$ cat config.mk
export PLATFORM = sky130hd
export DESIGN_NAME = nbody_host_driver_flat
export DESIGN_NICKNAME = d
export VERILOG_FILES = /design/src/rtl/nbody_host_driver_if.sv /design/src/rtl/nbody_host_driver.sv /design/src/flat_wrapper.sv
export SDC_FILE = /design/constraint.sdc
export NUM_CORES = 1
export LEC_CHECK = 0
export ABC_AREA = 1
export BUFFER_PORTS_ARGS = -buffer_cell sky130_fd_sc_hd__buf_2
export CAP_MARGIN = 10
export CORE_MARGIN = 2
export CORE_UTILIZATION = 45
export DETAILED_ROUTE_END_ITERATION = 10
export MAX_ROUTING_LAYER = met4
export PLACE_DENSITY = 0.75
export SKIP_LAST_GASP = 1
export SLEW_MARGIN = 20
export SYNTH_ARGS = -nofsm -noshare
export SYNTH_HDL_FRONTEND = slang
export SYNTH_SLANG_ARGS = --single-unit
$ cat constraint.sdc
create_clock -name clk -period 2.5 [get_ports clk]
set_input_delay 0.25 -clock clk [delete_from_list [all_inputs] [get_ports clk]]
set_output_delay 0.25 -clock clk [all_outputs]
set_load 0.01 [all_outputs]
$ cat src/rtl/nbody_host_driver_if.sv
// Avalon-MM style register/memory bus between the nbody host driver (master)
// and the accelerator slave port.
interface nbody_host_driver_if #(
  parameter int DATA_WIDTH = 64,
  parameter int ADDR_WIDTH = 16
);
  logic [ADDR_WIDTH-1:0] m_addr;
  logic                  m_write;
  logic                  m_read;
  logic                  m_chipselect;
  logic [DATA_WIDTH-1:0] m_writedata;
  logic [DATA_WIDTH-1:0] m_readdata;

  modport master (output m_addr, m_write, m_read, m_chipselect, m_writedata,
                  input  m_readdata);
  modport slave  (input  m_addr, m_write, m_read, m_chipselect, m_writedata,
                  output m_readdata);
endinterface

$ cat src/rtl/nbody_host_driver.sv
// On-chip initiator that configures, loads, runs and reads back the nbody accelerator.
// Optional DONE-poll timeout is enabled by defining NBODY_DRV_TIMEOUT_EN.
//
// state       | meaning
// ------------+-------------------------------------------------------------
// IDLE        | waiting for start
// CFG_N       | write N_BODIES
// CFG_GAP     | write GAP
// LOAD        | accept body words, one write per word (x, y, m, vx, vy)
// GO          | write GO=1
// POLL_WAIT   | idle POLL_INTERVAL cycles between DONE polls
// POLL_RD     | read DONE, branch on bit 0
// RD_X / RD_Y | read back position of body idx
// EMIT        | present result on output stream until accepted
// ACK_SET     | write READ=1, one frame consumed
// ACK_CLR     | write READ=0, back to polling
// STOP        | write GO=0
// FINISH      | pulse run_done, drop busy
module nbody_host_driver #(
  parameter int BODIES          = 512,
  parameter int DATA_WIDTH      = 64,
  parameter int ADDR_WIDTH      = 16,
  parameter int BODY_ADDR_WIDTH = $clog2(BODIES),
  parameter int RD_LATENCY      = 1,
  parameter int POLL_INTERVAL   = 16,
  parameter int TIMEOUT_CYCLES  = 2**24
) (
  input  logic                       clk,
  input  logic                       rst_n,
  input  logic                       start,
  input  logic [BODY_ADDR_WIDTH-1:0] n_bodies,
  input  logic [BODY_ADDR_WIDTH-1:0] gap,
  input  logic [15:0]                n_frames,
  input  logic                       in_valid,
  output logic                       in_ready,
  input  logic [DATA_WIDTH-1:0]      in_data,
  output logic                       out_valid,
  input  logic                       out_ready,
  output logic [DATA_WIDTH-1:0]      out_x,
  output logic [DATA_WIDTH-1:0]      out_y,
  output logic [BODY_ADDR_WIDTH-1:0] out_idx,
  output logic                       out_last,
  output logic                       busy,
  output logic                       run_done,
  output logic                       err,
  nbody_host_driver_if.master        bus
);
  localparam int BAW = BODY_ADDR_WIDTH;
  localparam logic [BAW-1:0] ONE_B  = BAW'(1);
  localparam logic [BAW-1:0] ZERO_B = '0;

  localparam logic [6:0] OP_GO     = 7'h00;
  localparam logic [6:0] OP_READ   = 7'h01;
  localparam logic [6:0] OP_NBOD   = 7'h02;
  localparam logic [6:0] OP_X      = 7'h03;
  localparam logic [6:0] OP_GAP    = 7'h08;
  localparam logic [6:0] OP_DONE   = 7'h40;
  localparam logic [6:0] OP_RD_X   = 7'h41;
  localparam logic [6:0] OP_RD_Y   = 7'h42;

  localparam logic [31:0] POLL_LOAD = 32'(POLL_INTERVAL - 1);
  localparam logic [31:0] RDL_LOAD  = 32'(RD_LATENCY);

  typedef enum logic [3:0] {
    S_IDLE, S_CFG_N, S_CFG_GAP, S_LOAD, S_GO, S_POLL_WAIT, S_POLL_RD,
    S_RD_X, S_RD_Y, S_EMIT, S_ACK_SET, S_ACK_CLR, S_STOP, S_FINISH
  } state_t;

  state_t                state_q, state_d;
  logic [BAW-1:0]        n_q, n_d, gap_q, gap_d, body_q, body_d, idx_q, idx_d;
  logic [15:0]           frames_q, frames_d;
  logic [2:0]            word_q, word_d;
  logic [31:0]           cnt_q, cnt_d;
  logic                  rd_pend_q, rd_pend_d;
  logic [DATA_WIDTH-1:0] xcap_q, xcap_d;
  logic [ADDR_WIDTH-1:0] addr_q, addr_d;
  logic                  wr_q, wr_d, rd_q, rd_d;
  logic [DATA_WIDTH-1:0] wdata_q, wdata_d;
  logic                  in_ready_q, in_ready_d;
  logic                  out_valid_q, out_valid_d;
  logic [DATA_WIDTH-1:0] out_x_q, out_x_d, out_y_q, out_y_d;
  logic [BAW-1:0]        out_idx_q, out_idx_d;
  logic                  out_last_q, out_last_d;
  logic                  busy_q, busy_d, run_done_q, run_done_d, err_q, err_d;

`ifdef NBODY_DRV_TIMEOUT_EN
  localparam logic [31:0] TMO_LIMIT = 32'(TIMEOUT_CYCLES);
  logic [31:0] tmo_q, tmo_d;
`else
  logic unused_timeout;
  assign unused_timeout = (TIMEOUT_CYCLES == 0);
`endif
  logic unused_bodies;
  assign unused_bodies = (BODIES == 0);

  function automatic logic [ADDR_WIDTH-1:0] bus_addr(input logic [6:0] op,
                                                     input logic [BAW-1:0] body);
    return ADDR_WIDTH'({op, body});
  endfunction

  always_comb begin
    state_d     = state_q;
    n_d         = n_q;
    gap_d       = gap_q;
    body_d      = body_q;
    idx_d       = idx_q;
    frames_d    = frames_q;
    word_d      = word_q;
    cnt_d       = cnt_q;
    rd_pend_d   = rd_pend_q;
    xcap_d      = xcap_q;
    addr_d      = addr_q;
    wdata_d     = wdata_q;
    wr_d        = 1'b0;
    rd_d        = 1'b0;
    in_ready_d  = in_ready_q;
    out_valid_d = out_valid_q;
    out_x_d     = out_x_q;
    out_y_d     = out_y_q;
    out_idx_d   = out_idx_q;
    out_last_d  = out_last_q;
    busy_d      = busy_q;
    run_done_d  = 1'b0;
    err_d       = err_q;
`ifdef NBODY_DRV_TIMEOUT_EN
    tmo_d       = tmo_q;
`endif
    case (state_q)
      S_IDLE: if (start) begin
        if (n_bodies != ZERO_B && n_frames != 16'd0) begin
          n_d      = n_bodies;
          gap_d    = gap;
          frames_d = n_frames;
          busy_d   = 1'b1;
          err_d    = 1'b0;
          state_d  = S_CFG_N;
        end else begin
          err_d = 1'b1;
        end
      end
      S_CFG_N: begin
        wr_d    = 1'b1;
        addr_d  = bus_addr(OP_NBOD, ZERO_B);
        wdata_d = DATA_WIDTH'(n_q);
        state_d = S_CFG_GAP;
      end
      S_CFG_GAP: begin
        wr_d       = 1'b1;
        addr_d     = bus_addr(OP_GAP, ZERO_B);
        wdata_d    = DATA_WIDTH'(gap_q);
        body_d     = ZERO_B;
        word_d     = 3'd0;
        in_ready_d = 1'b1;
        state_d    = S_LOAD;
      end
      S_LOAD: if (in_valid && in_ready_q) begin
        wr_d    = 1'b1;
        addr_d  = bus_addr(OP_X + 7'(word_q), body_q);
        wdata_d = in_data;
        if (word_q == 3'd4) begin
          word_d = 3'd0;
          body_d = body_q + ONE_B;
          if (body_q == n_q - ONE_B) begin
            in_ready_d = 1'b0;
            state_d    = S_GO;
          end
        end else begin
          word_d = word_q + 3'd1;
        end
      end
      S_GO: begin
        wr_d    = 1'b1;
        addr_d  = bus_addr(OP_GO, ZERO_B);
        wdata_d = DATA_WIDTH'(1);
        cnt_d   = POLL_LOAD;
`ifdef NBODY_DRV_TIMEOUT_EN
        tmo_d   = '0;
`endif
        state_d = S_POLL_WAIT;
      end
      S_POLL_WAIT: begin
        rd_pend_d = 1'b0;
        if (cnt_q == '0) state_d = S_POLL_RD;
        else             cnt_d   = cnt_q - 32'd1;
`ifdef NBODY_DRV_TIMEOUT_EN
        tmo_d = tmo_q + 32'd1;
        if (tmo_q > TMO_LIMIT) begin
          err_d   = 1'b1;
          state_d = S_STOP;
        end
`endif
      end
      S_POLL_RD: begin
`ifdef NBODY_DRV_TIMEOUT_EN
        tmo_d = tmo_q + 32'd1;
`endif
        if (!rd_pend_q) begin
          rd_d      = 1'b1;
          addr_d    = bus_addr(OP_DONE, ZERO_B);
          rd_pend_d = 1'b1;
          cnt_d     = RDL_LOAD;
        end else if (cnt_q != '0) begin
          cnt_d = cnt_q - 32'd1;
        end else begin
          rd_pend_d = 1'b0;
          if (bus.m_readdata[0]) begin
            idx_d   = ZERO_B;
            state_d = S_RD_X;
          end else begin
            cnt_d   = POLL_LOAD;
            state_d = S_POLL_WAIT;
          end
        end
      end
      S_RD_X: begin
        if (!rd_pend_q) begin
          rd_d      = 1'b1;
          addr_d    = bus_addr(OP_RD_X, idx_q);
          rd_pend_d = 1'b1;
          cnt_d     = RDL_LOAD;
        end else if (cnt_q != '0) begin
          cnt_d = cnt_q - 32'd1;
        end else begin
          rd_pend_d = 1'b0;
          xcap_d    = bus.m_readdata;
          state_d   = S_RD_Y;
        end
      end
      S_RD_Y: begin
        if (!rd_pend_q) begin
          rd_d      = 1'b1;
          addr_d    = bus_addr(OP_RD_Y, idx_q);
          rd_pend_d = 1'b1;
          cnt_d     = RDL_LOAD;
        end else if (cnt_q != '0) begin
          cnt_d = cnt_q - 32'd1;
        end else begin
          rd_pend_d   = 1'b0;
          out_valid_d = 1'b1;
          out_x_d     = xcap_q;
          out_y_d     = bus.m_readdata;
          out_idx_d   = idx_q;
          out_last_d  = (idx_q == n_q - ONE_B);
          state_d     = S_EMIT;
        end
      end
      // Bus stays quiet while the sink back-pressures.
      S_EMIT: if (out_ready) begin
        out_valid_d = 1'b0;
        if (out_last_q) begin
          state_d = S_ACK_SET;
        end else begin
          idx_d   = idx_q + ONE_B;
          state_d = S_RD_X;
        end
      end
      S_ACK_SET: begin
        wr_d     = 1'b1;
        addr_d   = bus_addr(OP_READ, ZERO_B);
        wdata_d  = DATA_WIDTH'(1);
        frames_d = frames_q - 16'd1;
        state_d  = (frames_q == 16'd1) ? S_STOP : S_ACK_CLR;
      end
      S_ACK_CLR: begin
        wr_d    = 1'b1;
        addr_d  = bus_addr(OP_READ, ZERO_B);
        wdata_d = '0;
        cnt_d   = POLL_LOAD;
`ifdef NBODY_DRV_TIMEOUT_EN
        tmo_d   = '0;
`endif
        state_d = S_POLL_WAIT;
      end
      S_STOP: begin
        wr_d    = 1'b1;
        addr_d  = bus_addr(OP_GO, ZERO_B);
        wdata_d = '0;
        state_d = S_FINISH;
      end
      S_FINISH: begin
        run_done_d = 1'b1;
        busy_d     = 1'b0;
        state_d    = S_IDLE;
      end
      default: state_d = S_IDLE;
    endcase
  end

  always_ff @(posedge clk or negedge rst_n) begin
    if (!rst_n) begin
      state_q     <= S_IDLE;
      n_q         <= '0;
      gap_q       <= '0;
      body_q      <= '0;
      idx_q       <= '0;
      frames_q    <= '0;
      word_q      <= '0;
      cnt_q       <= '0;
      rd_pend_q   <= 1'b0;
      xcap_q      <= '0;
      addr_q      <= '0;
      wdata_q     <= '0;
      wr_q        <= 1'b0;
      rd_q        <= 1'b0;
      in_ready_q  <= 1'b0;
      out_valid_q <= 1'b0;
      out_x_q     <= '0;
      out_y_q     <= '0;
      out_idx_q   <= '0;
      out_last_q  <= 1'b0;
      busy_q      <= 1'b0;
      run_done_q  <= 1'b0;
      err_q       <= 1'b0;
`ifdef NBODY_DRV_TIMEOUT_EN
      tmo_q       <= '0;
`endif
    end else begin
      state_q     <= state_d;
      n_q         <= n_d;
      gap_q       <= gap_d;
      body_q      <= body_d;
      idx_q       <= idx_d;
      frames_q    <= frames_d;
      word_q      <= word_d;
      cnt_q       <= cnt_d;
      rd_pend_q   <= rd_pend_d;
      xcap_q      <= xcap_d;
      addr_q      <= addr_d;
      wdata_q     <= wdata_d;
      wr_q        <= wr_d;
      rd_q        <= rd_d;
      in_ready_q  <= in_ready_d;
      out_valid_q <= out_valid_d;
      out_x_q     <= out_x_d;
      out_y_q     <= out_y_d;
      out_idx_q   <= out_idx_d;
      out_last_q  <= out_last_d;
      busy_q      <= busy_d;
      run_done_q  <= run_done_d;
      err_q       <= err_d;
`ifdef NBODY_DRV_TIMEOUT_EN
      tmo_q       <= tmo_d;
`endif
    end
  end

  assign in_ready         = in_ready_q;
  assign out_valid        = out_valid_q;
  assign out_x            = out_x_q;
  assign out_y            = out_y_q;
  assign out_idx          = out_idx_q;
  assign out_last         = out_last_q;
  assign busy             = busy_q;
  assign run_done         = run_done_q;
  assign err              = err_q;
  assign bus.m_addr       = addr_q;
  assign bus.m_write      = wr_q;
  assign bus.m_read       = rd_q;
  assign bus.m_chipselect = wr_q | rd_q;
  assign bus.m_writedata  = wdata_q;
endmodule

$ cat src/flat_wrapper.sv
// flat-port wrapper written by rule: the top's interface ports become plain ports
module nbody_host_driver_flat 
#(
  parameter int BODIES          = 512,
  parameter int DATA_WIDTH      = 64,
  parameter int ADDR_WIDTH      = 16,
  parameter int BODY_ADDR_WIDTH = $clog2(BODIES),
  parameter int RD_LATENCY      = 1,
  parameter int POLL_INTERVAL   = 16,
  parameter int TIMEOUT_CYCLES  = 2**24
)
  (clk, rst_n, start, n_bodies, gap, n_frames, in_valid, in_ready, in_data, out_valid, out_ready, out_x, out_y, out_idx, out_last, busy, run_done, err, bus_m_addr, bus_m_write, bus_m_read, bus_m_chipselect, bus_m_writedata, bus_m_readdata);
  nbody_host_driver_if #(.DATA_WIDTH(DATA_WIDTH), .ADDR_WIDTH(ADDR_WIDTH)) bus_i ();
  input  logic clk;
  input  logic rst_n;
  input  logic start;
  input  logic [BODY_ADDR_WIDTH-1:0] n_bodies;
  input  logic [BODY_ADDR_WIDTH-1:0] gap;
  input  logic [15:0] n_frames;
  input  logic in_valid;
  output logic in_ready;
  input  logic [DATA_WIDTH-1:0] in_data;
  output logic out_valid;
  input  logic out_ready;
  output logic [DATA_WIDTH-1:0] out_x;
  output logic [DATA_WIDTH-1:0] out_y;
  output logic [BODY_ADDR_WIDTH-1:0] out_idx;
  output logic out_last;
  output logic busy;
  output logic run_done;
  output logic err;
  output wire logic [$bits(bus_i.m_addr)-1:0] bus_m_addr;
  output wire logic [$bits(bus_i.m_write)-1:0] bus_m_write;
  output wire logic [$bits(bus_i.m_read)-1:0] bus_m_read;
  output wire logic [$bits(bus_i.m_chipselect)-1:0] bus_m_chipselect;
  output wire logic [$bits(bus_i.m_writedata)-1:0] bus_m_writedata;
  input wire logic [$bits(bus_i.m_readdata)-1:0] bus_m_readdata;
  assign bus_m_addr = bus_i.m_addr;
  assign bus_m_write = bus_i.m_write;
  assign bus_m_read = bus_i.m_read;
  assign bus_m_chipselect = bus_i.m_chipselect;
  assign bus_m_writedata = bus_i.m_writedata;
  assign bus_i.m_readdata = bus_m_readdata;
  nbody_host_driver #(.BODIES(BODIES), .DATA_WIDTH(DATA_WIDTH), .ADDR_WIDTH(ADDR_WIDTH), .BODY_ADDR_WIDTH(BODY_ADDR_WIDTH), .RD_LATENCY(RD_LATENCY), .POLL_INTERVAL(POLL_INTERVAL), .TIMEOUT_CYCLES(TIMEOUT_CYCLES)) u_core (.clk(clk), .rst_n(rst_n), .start(start), .n_bodies(n_bodies), .gap(gap), .n_frames(n_frames), .in_valid(in_valid), .in_ready(in_ready), .in_data(in_data), .out_valid(out_valid), .out_ready(out_ready), .out_x(out_x), .out_y(out_y), .out_idx(out_idx), .out_last(out_last), .busy(busy), .run_done(run_done), .err(err), .bus(bus_i));
endmodule
==> results.md, run 1 <==
Hold path:
- Along the worst hold path, the cell count comes to 3.
- The path with the worst hold slack has its endpoint at u_core.xcap_q[63].
- The startpoint identified for the worst hold timing path is bus_m_readdata[63].
- The min-delay analysis places its worst path in the category input port to flop.

Power:
- The power dissipated by switching net loads is 8.466 mW.
- The areal power density over the cells is 957.3 mW/mm².
- Of the total power, the share spent switching nets is 0.3892.
- For this design the static power due to leakage is 12.20 nW.
- Of the total power, combinational logic draws 0.340.
- The share of total power dissipated in the clock network is 0.295.
- Across the VDD grid, the largest voltage drop is 1013 µV.
- Summing internal, switching and leakage power gives 21.75 mW.
- Internal power comes to 13.28 mW.
- The sequential share of power is 0.364.

Finish:
- Summing all multi-input logic gate instances after layout gives 0.006680 mm².
- At the end of the flow the core is filled with cells to 0.6018.
- The register area is 0.009485 mm².
- The count of fill cells added during filler insertion is 3,099.
- Relative to the synthesized area, the layout overhead comes to 31.22%.
- The final instance count without filler cells is 3,060.
- Of the cells placed in the final design, the portion with a size suffix greater than 1 is 0.2359.
- The layout net count is 2,692.
- The design area is 0.02272 mm².

STA:
- The count of endpoints failing setup in the final report is 0.
- The final count of hold timing violations came to 0.
- The number of slew-limit violations in the final report is 0.
- Setup repair after global routing left no endpoint under its margin.
- At the pin with the least slew margin, the transition time is 934.4 ps.
- The total negative slack is 0 ps.
- The clock skew is 12.43 ps.
- The share of the clock period used by the worst path is 0.9292.
- The worst pin sits at a relative slew slack of 0.3770.
- The worst path in the final design needs a cycle of 2323 ps, including I/O delays and setup.
- The achievable frequency is 430.5 MHz.

Critical path:
- Data on the critical path arrives at its endpoint at 2750 ps.
- Along the worst path, the maximum fanout reaches 146.
- The number of buffers and inverters on the critical path is 1.
- The kind of start point of the critical path is a flop.
- Traced cell by cell, the critical path runs through nor2_2, nand2_1, nor2_1, nand3_1, nor2_2, nand3_4, buf_12, mux2_1.
- In this design, the largest share of critical-path delay is due to simple AND/OR/NAND/NOR gates.
- Counting cells, the worst reg-to-reg path comes to 8.
- The worst setup path category is flop to flop.
- The delay of the slowest cell on the worst path is 420 ps.
- Counting stages on the worst path, the most repeated cell is sky130_fd_sc_hd__nor2_2.
- In this run the critical register-to-register path is launched from u_core.cnt_q[8].
- The endpoint identified for the worst register-to-register timing path is u_core.out_x[39].
- The setup check on the worst reg-to-reg path leaves a slack of 180 ps.
- The worst endpoint required time is 2930 ps.
- The worst setup path is captured at a flop.
- The slowest stage of the critical path belongs to the cell sky130_fd_sc_hd__dfrtp_1.

Synthesis:
- The mean cell area of the mapped netlist is 8.714 µm².
- In this run the cell area of the synthesized design comes to 0.01732 mm².
- The unique cell type count in the Yosys netlist is 53.
- The count of mapped cells out of synthesis is 1,987.
- The Yosys step of the flow raised 0 warnings.
- The sequential element share of the synthesized area is 0.5477.
- Counting flops and latches in the post-synthesis netlist gives 379.

Clock tree:
- The post-CTS clock slew at the launch and capture registers of the worst setup and hold paths is 60 ps.
- The number of clock sinks is 379.
- The number of clock buffers inserted by TritonCTS is 41.
- The root buffer cell chosen for the clock tree is sky130_fd_sc_hd__clkbuf_16.
- For the worst-skew pair, the clock arrives at the later sink with an insertion delay of 560 ps.
- The clock tree synthesis step divided the H-tree into 2 levels.
- In this run the post-CTS setup repair buffer count came out at 0.
- The number of buffers on the longest clock path is 3.
- TritonCTS built the clock tree.

Placed design:
- In this run, placement finished with an instance count of 2,841.
- The cell area after placement is 0.01985 mm².
- The wire-length estimate of the detail-placed layout is 35.76 mm.
- At the end of routability-driven placement, the weighted congestion stood at 0.9255.
- Input and output buffers added on the ports amount to 390.

Outcome:
- The flow ran to the end, and the final reports show no timing, DRC or antenna violations.

Global routing:
- The total overflow left after global routing is 0.
- The pin count of the biggest net entering global routing is 147.
- The number of antenna violations at the first check in global routing is 0.
- In the global route stage, overall resource usage came out at 0.2675.
- The global-route wire length before repair is 83.89 mm.
- The via count of the first global-routing pass is 15,680.

Job:
- Max-cap violations in this run came to 0.

Die:
- The core region area is 0.03776 mm².
- The die footprint is 0.04006 mm².
- In this run the horizontal extent of the chip is 200.2 µm.
- 393 I/O pins were placed.
- The floorplan step set the die height to 200.2 µm.
- The cell row count is 71.
- The initial utilization of the core area, before any placement, comes to 0.4586.

Drt:
- The overall via count from detail_route is 15,940.
- After detailed routing, the number of vias per cell comes to 5.210.
- The total wirelength of the detailed-routed design is 52.27 mm.
- The initial DRC count is 1,328.
- The number of detailed-route iterations in the first pass is 9.
- The count of nets left with antenna violations once routing finished came out at 0.
- In the routed design, unresolved DRC markers number 0.
- In the final routed layout, each cell accounts on average for 17.08 µm.
[sequential cells by signal, indices dropped and copies added (netlist names), 3 cells and up]
name	flops
u_core.body_q	9
u_core.bus.m_addr	14
u_core.bus.m_writedata	64
u_core.cnt_q	32
u_core.frames_q	16
u_core.gap_q	9
u_core.idx_q	9
u_core.n_q	9
u_core.out_idx	9
u_core.out_x	64
u_core.out_y	64
u_core.state_q	4
u_core.word_q	3
u_core.xcap_q	64
[metal layers]
metal | share of wire | wire [µm] | vias up | GRT usage
li1 | - | - | 7510 | -
met1 | 0.41 | 21620 | 7677 | 0.3352
met2 | 0.47 | 24620 | 605 | 0.4208
met3 | 0.071 | 3710 | 152 | 0.05727
met4 | 0.044 | 2313 | 0 | 0.1138
met5 | 0 | 0 | - | -
[worst max path at each step]
stage | startpoint | to | slack, ps | depth (start not counted)
after floorplan | u_core.cnt_q[0] | u_core.out_x[35] | 610 | 10
after global placement | u_core.n_q[0] | u_core.state_q[1] | 130 | 14
after detailed placement | u_core.n_q[0] | u_core.state_q[0] | 180 | 14
after CTS | u_core.n_q[0] | u_core.state_q[0] | 160 | 14
after global routing | u_core.cnt_q[0] | u_core.idx_q[4] | 10 | 15
final | u_core.cnt_q[8] | u_core.out_x[39] | 180 | 8
[per-stage QoR]
stage               hold slack, ps  setup slack [ps]
floorplan                   -45.59             608.1
global placement             190.9             130.1
detailed placement           196.9             179.8
CTS                          1.265             162.2
global route                 14.15             11.19
finish                       36.44             176.9
[worst min-delay path, cell delays in order]
cell and delay (ps):
sky130_fd_sc_hd__buf_2 110, sky130_fd_sc_hd__inv_1 90, sky130_fd_sc_hd__o21ai_0 100
[placed cells by master (no fill, tap or decap), types with 7 or more instances in the layout]
cell type	synthesis	final
sky130_fd_sc_hd__buf_2	5	389
sky130_fd_sc_hd__buf_4	5	26
sky130_fd_sc_hd__mux2_2	54	54
sky130_fd_sc_hd__o211ai_1	7	7
sky130_fd_sc_hd__nand3_1	142	141
sky130_fd_sc_hd__inv_2	9	9
sky130_fd_sc_hd__nor2_4	7	9
sky130_fd_sc_hd__o21ai_0	203	202
sky130_fd_sc_hd__mux2_1	10	10
sky130_fd_sc_hd__buf_12	0	8
sky130_fd_sc_hd__a22oi_1	9	9
sky130_fd_sc_hd__a21oi_1	36	36
sky130_fd_sc_hd__nor3_1	22	22
sky130_fd_sc_hd__clkinv_2	0	10
sky130_fd_sc_hd__nand2_1	552	551
sky130_fd_sc_hd__ha_1	10	10
sky130_fd_sc_hd__nand4_1	34	34
sky130_fd_sc_hd__dlygate4sd3_1	0	142
sky130_fd_sc_hd__xor2_1	21	21
sky130_fd_sc_hd__o21ai_1	8	9
sky130_fd_sc_hd__clkbuf_16	0	41
sky130_fd_sc_hd__o21ai_2	10	10
sky130_fd_sc_hd__nor2_1	154	153
sky130_fd_sc_hd__dfrtp_1	379	378
sky130_fd_sc_hd__inv_1	181	181
[cell usage after synthesis, drive strengths merged]
library cell  number  area [µm²]
o311ai             1       8.760
a32o               1       10.01
nor4               1       6.260
clkbuf            53       198.9
a21boi             1       7.510
a21oi             36       180.2
o221ai             3       26.28
a211oi             2       15.01
buf               29       254.0
o211ai             7       52.55
or2                2       12.51
ha                10       125.1
a221oi             1       8.760
nand3            144       738.2
xor2              21       183.9
and2               1       6.260
o31ai              3       22.52
nor2             168       700.7
and3               1       6.260
nand2            559        2131
inv              192       725.7
conb               1       3.750
nand4             35       225.2
a32oi              1       8.760
nand3b             3       22.52
a22oi              9       67.56
o22ai              3       18.77
o21ai            221        1144
o2111ai            1       8.760
xnor2              1       8.760
clkinv             3       11.26
dfrtp            379        9484
mux2              64       720.7
o21bai             4       30.03
nor3              23       120.1
a22o               1       8.760
a31oi              2       12.51
[what timing repair did]
item                                    4_1_cts  5_1_grt
resized for setup                             0        7
endpoints found under the hold margin       231        1
endpoints found under the setup margin        0       32
hold buffers                                141        1
[cells by family (layout without fill, tap and decap cells)]
logic type | after synthesis | count (layout) | share of synthesized area
compound gates | 297 | 297 | 0.09415
simple gates | 937 | 937 | 0.2292
buf+inv | 277 | 837 | 0.06872
mux | 64 | 64 | 0.04162
fa+ha+maj | 10 | 10 | 0.007226
other cells | 1 | 3 | 0.0002166
xor+xnor | 22 | 22 | 0.01113
flops | 379 | 379 | 0.5477
[area by class of cell]
type                            count  area share
Sequential cell                   379      0.4175
Timing Repair Buffer              566      0.1645
Multi-Input combinational cell   1332      0.2940
Clock buffer                       52     0.04918
Inverter                          195     0.03271
Tap cell                          511     0.02814
Clock inverter                     24     0.01382
Antenna cell                        1   0.0001101
[power groups by stage]
stage | Clock (mW) | Combinational, mW | Sequential (mW)
final | 6.42 | 7.41 | 7.92
after global routing | 6.80 | 8.28 | 8.04
after CTS | 6.57 | 7.33 | 7.90
after detailed placement | 0 | 7.13 | 7.99
after global placement | 0 | 7.00 | 7.97
after floorplan | 0 | 5.02 | 7.93
(Power assumes the default switching activity.)
==> run 2: changes to the inputs <==
--- a/config.mk
+++ b/config.mk
@@ -10,6 +10,7 @@
 export CAP_MARGIN = 10
 export CORE_MARGIN = 2
 export CORE_UTILIZATION = 45
+export CTS_BUF_LIST = sky130_fd_sc_hd__clkbuf_4 sky130_fd_sc_hd__clkbuf_8
 export DETAILED_ROUTE_END_ITERATION = 10
 export MAX_ROUTING_LAYER = met4
 export PLACE_DENSITY = 0.75
==> results.md, run 2 (same netlist as run 1, synthesis figures left out) <==
Drt:
- The detailed router finished its first iteration with 1,193 violations.
- The detail route stage leaves a number of antenna-violating nets equal to 0.
- The overall via count from detail_route is 16,200.
- After detailed routing, the total wire length is 52.43 mm.
- Dividing the detail-routed wire length by the instance count gives 16.84 µm.
- In the routed layout, each cell is associated on average with a via count of 5.205.
- The number of detailed-route iterations in the first pass is 6.
- The DRC violation count after routing is 0.

Global routing:
- The via count of the first global-routing pass came to 16,120.
- The remaining global-route overflow is 0.
- The pin count of the biggest net entering global routing is 147.
- The number of antenna violations at the first check in global routing is 0.
- The first global-routing pass estimated 85.12 mm of wire.
- In the global route stage, overall resource usage came out at 0.2710.

Critical path:
- At the worst endpoint, the required time is 3000 ps.
- The worst setup path category is flop to flop.
- The worst register-to-register path ends at u_core.out_x[35].
- The worst flop-to-flop path startpoint is u_core.cnt_q[8].
- In this run the worst path has a maximum fanout of 146.
- The worst-case reg-to-reg path depth is 8.
- The capturing element type of the critical path is a flop.
- The worst setup path is launched from a flop.
- For the worst setup path, the data arrival time is 2810 ps.
- The register-to-register path setup slack is 190 ps.

STA:
- Setup violations remaining at the end of the flow were counted as 0.
- The remaining max-slew budget at the tightest pin is 0.3871.
- The number of slew-limit violations in the final report is 0.
- Of the available clock period, the critical path in the final layout requires 0.9241.
- The slew at the pin closest to its max-slew limit is 919.3 ps.
- Across the routed clock network, the largest skew measured is 28.58 ps.
- The final count of hold timing violations is 0.
- After routing, the total negative slack on setup checks comes to 0 ps.
- Derived from the worst setup path, the maximum achievable clock frequency is 432.9 MHz.
- Setup repair after global routing left no endpoint under its margin.
- The shortest period the worst path allows is 2310 ps.

Clock tree:
- The number of clock sinks is 379.
- The tree is rooted in a sky130_fd_sc_hd__clkbuf_8.
- The number of buffers on the longest clock path is 3.
- The post-CTS clock slew at the launch and capture registers of the worst setup and hold paths is 60 ps.
- The number of clock buffers inserted by TritonCTS is 68.
- The latest clock arrival within the worst-skew pair is 620 ps.
- The clock tree synthesis step divided the H-tree into 3 levels.
- TritonCTS built the clock tree.

Die:
- The cell row count is 71.
- The die covers 0.04006 mm².
- The initial core utilization is 0.4586.
- In this run the vertical extent of the chip is 200.2 µm.
- The floorplan step defined a core boundary enclosing 0.03776 mm².
- The die width is 200.2 µm.
- During I/O placement, the number of pins put on the boundary was 393.

Finish:
- The design area is 0.02282 mm².
- The most common cell after layout, fill and taps aside is sky130_fd_sc_hd__nand2_1.
- The area growth from synthesis to layout is 31.82%.
- The diode insertion count for antenna repair is 0.
- The proportion of layout cells with a drive suffix above 1 is 0.2487.
- The count of fill cells added during filler insertion is 3,091.
- The layout net count is 2,733.
- In the layout the commonest cells are 551 x sky130_fd_sc_hd__nand2_1, 389 x sky130_fd_sc_hd__buf_2, 378 x sky130_fd_sc_hd__dfrtp_1, 202 x sky130_fd_sc_hd__o21ai_0, 181 x sky130_fd_sc_hd__inv_1.

Hold path:
- The tightest min-delay check is of the input port to flop type.
- For hold timing, the worst endpoint is u_core.frames_q[7].
- The number of stages on the worst hold path is 3.
- In this run the most critical hold path is launched from n_frames[7].

Power:
- The worst-case vdd ir drop is 901.8 µV.
- Overall power consumption after layout is estimated at 21.30 mW.
- Dividing total power by cell area gives a power density of 933.3 mW/mm².
- The analysis attributes to cell leakage a power of 12.29 nW.

Placed design:
- The congestion estimate from routability-driven global placement came to 0.9255.
- The port buffer count is 390.
- Detailed placement ended at an HPWL of 35.76 mm.
- The cell area after placement is 0.01985 mm².

Job:
- Max-cap violations in this run came to 0.

Outcome:
- The flow ran to the end, and the final reports show no timing, DRC or antenna violations.
-- run 2: through the flow --
stage          cells  hold WS [ps]  setup WS [ps]    util
4_1_cts         3113        0.4438          142.1  0.6041
3_3_place_gp    2841         190.9          130.1  0.5257
5_1_grt         3113         41.54          14.37  0.6045
2_1_floorplan   1988        -45.59          608.1       -
3_5_place_dp    2841         196.9          179.8  0.5257
6_report        3113         44.82          189.7  0.6045
-- run 2: worst max-delay path by stage --
stage	cells after the start	start	endpoint
2_1_floorplan	10	u_core.cnt_q[0]	u_core.out_x[35]
3_3_place_gp	14	u_core.n_q[0]	u_core.state_q[1]
3_5_place_dp	14	u_core.n_q[0]	u_core.state_q[0]
4_1_cts	14	u_core.n_q[0]	u_core.state_q[1]
5_1_grt	15	u_core.cnt_q[0]	u_core.idx_q[4]
6_report	8	u_core.cnt_q[8]	u_core.out_x[35]
-- run 2: per-layer routing --
layer,wire [µm],GRT usage,part of all wire,vias up
li1,-,-,-,7593
met1,21910,0.3412,0.42,7768
met2,24900,0.4237,0.47,670
met3,3285,0.05255,0.063,172
met4,2343,0.1258,0.045,0
met5,0,-,0,-
-- run 2: critical path, cell delays in order, from the launching register on --
cell and delay, ps:
sky130_fd_sc_hd__dfrtp_1 420, sky130_fd_sc_hd__nor2_2 210, sky130_fd_sc_hd__nand2_1 110, sky130_fd_sc_hd__nor2_1 180, sky130_fd_sc_hd__nand3_1 110, sky130_fd_sc_hd__nor2_2 220, sky130_fd_sc_hd__nand3_4 160, sky130_fd_sc_hd__buf_12 300
sky130_fd_sc_hd__mux2_1 400
-- run 2: report_power, final --
| part | internal, mW | leakage, nW | switching [mW] |
|---|---|---|---|
| clock | 3.29 | 0.740 | 2.65 |
| combinational | 2.41 | 7.07 | 5.03 |
| sequential | 7.07 | 4.47 | 0.857 |
| total | 12.8 | 12.3 | 8.53 |
-- run 2: area by class of cell --
class	instances	area (µm²)	share of cell area
inverter	195	743.2	0.03256
multi-input combinational	1332	6680	0.2927
clock inverter	14	125.1	0.005482
sequential	379	9485	0.4156
timing repair buffer	580	3879	0.1699
tap	511	639.4	0.02801
clock buffer	102	1272	0.05575
-- run 2: what timing repair did --
| item | 4_1_cts | 5_1_grt |
|---|---|---|
| buffers inserted | 0 | 0 |
| setup endpoints to repair | 0 | 28 |
| hold endpoints to repair | 481 | 0 |
| resized for setup | 0 | 7 |
| hold buffers | 156 | 0 |
==> run 3: changes to the inputs <==
--- a/config.mk
+++ b/config.mk
@@ -5,7 +5,6 @@
 export SDC_FILE = /design/constraint.sdc
 export NUM_CORES = 1
 export LEC_CHECK = 0
-export ABC_AREA = 1
 export BUFFER_PORTS_ARGS = -buffer_cell sky130_fd_sc_hd__buf_2
 export CAP_MARGIN = 10
 export CORE_MARGIN = 2
@@ -13,7 +12,7 @@
 export CTS_BUF_LIST = sky130_fd_sc_hd__clkbuf_4 sky130_fd_sc_hd__clkbuf_8
 export DETAILED_ROUTE_END_ITERATION = 10
 export MAX_ROUTING_LAYER = met4
-export PLACE_DENSITY = 0.75
+export PLACE_DENSITY = 0.76
 export SKIP_LAST_GASP = 1
 export SLEW_MARGIN = 20
 export SYNTH_ARGS = -nofsm -noshare
==> results.md, run 3 <==
Critical path:
- The kind of start point of the critical path is a flop.
- The capturing element type of the critical path is a flop.
- The number of cells on the worst reg-to-reg path is 8.
- The register-to-register path setup slack is 50 ps.
- In this run the worst path has a maximum fanout of 5.
- The worst setup path category is flop to flop.
- Data on the critical path arrives at its endpoint at 2990 ps.
- The startpoint identified for the worst register-to-register timing path is u_core.n_q[0].
- STA puts the critical path data required time at 3040 ps.
- The critical register-to-register path endpoint is u_core.state_q[2].

Synthesis:
- Of the post-synthesis cell area, the dominant cell type holds 0.5807.
- The synthesized netlist contains 76 unique library cells.
- The post-synthesis async set-or-reset flop share is 1.000.
- The commonest cells after synthesis are 379 x sky130_fd_sc_hd__dfrtp_1, 201 x sky130_fd_sc_hd__mux2_1, 103 x sky130_fd_sc_hd__nand2_1, 80 x sky130_fd_sc_hd__nor2_1, 69 x sky130_fd_sc_hd__a22o_1.
- The mean cell area of the mapped netlist is 12.11 µm².
- The flip-flop cell with the highest count after synthesis is sky130_fd_sc_hd__dfrtp_1.
- Sorting the synthesized cells by area gives the leading types as sky130_fd_sc_hd__dfrtp_1 58%, sky130_fd_sc_hd__mux2_1 14%, sky130_fd_sc_hd__a22o_1 3.7%.
- Counting flops with a built-in enable in the synthesized netlist gives 0.
- Yosys printed 0 warnings.
- In this run the cell area of the synthesized design comes to 0.01633 mm².
- Of the synthesized area, sequential elements account for 0.5807.
- The largest total area in the synthesized netlist belongs to sky130_fd_sc_hd__dfrtp_1.
- By instance count, the leading cell after synthesis is sky130_fd_sc_hd__dfrtp_1.
- The cell count after synthesis came out at 1,349.
- The total of flip-flops plus latches after synthesis is 379.

STA:
- The final count of hold timing violations was 0.
- At the pin with the least slew margin, the transition time is 728.8 ps.
- The worst path in the final design needs a cycle of 2447 ps, including I/O delays and setup.
- The achievable frequency is 408.6 MHz.
- The remaining max-slew budget at the tightest pin is 0.5108.
- The count of endpoints failing setup in the final report is 0.
- The final worst slack is 52.68 ps.
- Of the available clock period, the critical path in the final layout requires 0.9789.
- The number of slew-limit violations in the final report is 0.
- Clock skew on the completed layout was measured at 16.45 ps.

Clock tree:
- The tree built by TritonCTS fans out to 379 sinks.
- The number of clock buffers inserted by TritonCTS is 66.
- The post-CTS clock slew at the launch and capture registers of the worst setup and hold paths is 60 ps.
- In this run the number of H-tree levels came out at 3.
- The number of buffers on the longest clock path is 3.
- TritonCTS built the clock tree.
- The library cell used as clock root buffer is sky130_fd_sc_hd__clkbuf_8.
- Clock latency on the worst-skew pair, taken at its later pin, is 610 ps.

Hold path:
- The worst hold path class is input port to async pin.

Global routing:
- The remaining global-route overflow is 0.
- The via count of the first global-routing pass was 14,160.
- The overall global routing resource usage is 0.2506.
- The global-route wire length before repair is 73.94 mm.
- The number of antenna violations at the first check in global routing is 1.
- Entering global routing, the biggest net connects 76 pins.

Finish:
- Relative to the synthesized area, the layout overhead comes to 36.56%.
- Leaving out fill and tap cells, the most frequent cell in the layout is sky130_fd_sc_hd__buf_2.
- The layout net count is 2,139.
- Leaving out fill and tap cells, the most frequent cells in the layout are 389 x sky130_fd_sc_hd__buf_2, 376 x sky130_fd_sc_hd__dfrtp_1, 201 x sky130_fd_sc_hd__mux2_1, 164 x sky130_fd_sc_hd__dlygate4sd3_1, 103 x sky130_fd_sc_hd__nand2_1.
- Of the cells placed in the final design, the portion with a size suffix greater than 1 is 0.3029.
- The design area is 0.02230 mm².
- The core occupancy in the finished layout is 0.6255.

Drt:
- The wire length on met1 is 18.61 mm.
- The uppermost signal routing layer after detailed routing is met4.
- In the final routed layout, each cell accounts on average for 18.71 µm.
- For this block, the via count after detailed routing is 13,570.
- The number of detailed-route iterations in the first pass is 5.
- After detailed routing, the number of vias per cell comes to 5.495.
- The DRC violation count after routing is 0.
- After detailed routing, the met3 layer carries 2.760 mm of wire.
- Summed over all layers, the routed wires come to 46.19 mm.
- The detail route stage leaves a number of antenna-violating nets equal to 0.
- The detailed router finished its first iteration with 821 violations.
- Summed over all nets, wire length on met2 after detailed routing comes to 22.58 mm.

Die:
- The core region is 0.03566 mm².
- The die span in y is 194.5 µm.
- For this configuration, the core starts out at a cell density of 0.4580.
- The die footprint is 0.03783 mm².
- In this run the core area contains 69 standard-cell rows.
- For this design the top-level I/O count stands at 393.
- From left edge to right edge, the die measures 194.5 µm.

Power:
- For this design the ratio of total power to cell area is 987.1 mW/mm².
- The worst-case vdd ir drop is 586.6 µV.
- In this run the static leakage power is 11.32 nW.
- The power after layout is 22.02 mW.

Placed design:
- After detailed placement, the total cell area comes to 0.01921 mm².
- The total half-perimeter wirelength after legalization and detailed placement is 29.39 mm.
- The count of buffers added on input and output ports is 390.
- The worst setup slack after placement is 19.47 ps.
- The congestion estimate from routability-driven global placement came to 0.9052.

Outcome:
- The run finished with clean final reports.

Job:
- The tool flagged a number of max-cap violations equal to 0.
## run 3: changes by cell type in the layout (fill, tap and decap cells not counted), sizes merged, moves of 19 or more
cell	change
inv	-171
mux2	+139
o21ai	-162
nand2	-456
nor4	+19
a22o	+68
nand3	-122
nor2	-85
buf	+40
## run 3: cell type report
cell class              instances  area (µm²)
fillers                      2643       13350
flip-flops and latches        379        9488
multi-input cells             864        6465
repair buffers                628        4329
clock buffers                 103        1261
well taps                     461       576.8
clock inverters                10       93.84
inverters                      23       86.33
diodes                          1       2.502
## run 3: where the power goes
group          internal (mW)  total [mW]  switching (mW)  leakage, nW
registers               7.32        8.38            1.06         4.97
clock network           3.31        5.85            2.54        0.721
logic                   3.34        7.79            4.45         5.63
total                   14.0        22.0            8.04         11.3
## run 3: stage by stage
| step | hold WS, ps | TNS [ps] | cells |
|---|---|---|---|
| 4_1_cts | 159.3 | 0 | 2468 |
| 2_1_floorplan | -45.59 | 0 | 1350 |
| 3_3_place_gp | 236.6 | 0 | 2189 |
| 3_5_place_dp | 245.4 | 0 | 2189 |
| 6_report | 177.5 | 0 | 2469 |
| 5_1_grt | 192.9 | -138.5 | 2469 |
## run 3: worst max-delay path by stage
| stage | start | to | slack (ps) | cells past startpoint |
|---|---|---|---|---|
| 2_1_floorplan | u_core.n_q[0] | u_core.in_ready | 180 | 7 |
| 3_3_place_gp | u_core.cnt_q[18] | u_core.out_y[32] | 70 | 6 |
| 3_5_place_dp | u_core.cnt_q[18] | u_core.out_y[25] | 20 | 6 |
| 4_1_cts | u_core.cnt_q[18] | u_core.out_y[17] | 20 | 7 |
| 5_1_grt | u_core.n_q[0] | u_core.state_q[1] | -50 | 8 |
| 6_report | u_core.n_q[0] | u_core.state_q[2] | 50 | 8 |
## run 3: critical path, cell delays in order (launching register included)
cell and delay, ps:
sky130_fd_sc_hd__dfrtp_1 450, sky130_fd_sc_hd__inv_1 110, sky130_fd_sc_hd__ha_1 200, sky130_fd_sc_hd__or3b_1 460, sky130_fd_sc_hd__o31ai_2 290, sky130_fd_sc_hd__xor2_1 170
sky130_fd_sc_hd__a21oi_1 140, sky130_fd_sc_hd__o31ai_4 340, sky130_fd_sc_hd__a41o_1 220
## run 3: metal layers
layer,up-vias,track usage
met4,0,0.1328
li1,6138,-
met1,6659,0.3006
met3,156,0.04355
met5,-,-
met2,615,0.4066
## run 3: what timing repair did
item                                    CTS  global route
gates cloned                              1             0
buffers inserted                          1             0
hold buffers                            164             0
hold endpoints to repair                284             0
pin swaps                                 1             2
endpoints found under the setup margin    4           236
resized for setup                         0            14
## run 3: cell families after synthesis
logic type | count (synthesis) | synth area share
buffers and inverters | 107 | 0.02842
other | 1 | 0.0002296
AO/OA/AOI/OAI | 263 | 0.1144
adder cells (fa/ha/maj) | 10 | 0.007661
AND/OR/NAND/NOR | 344 | 0.1043
flip-flops | 379 | 0.5807
XOR/XNOR | 41 | 0.02367
multiplexers | 204 | 0.1406
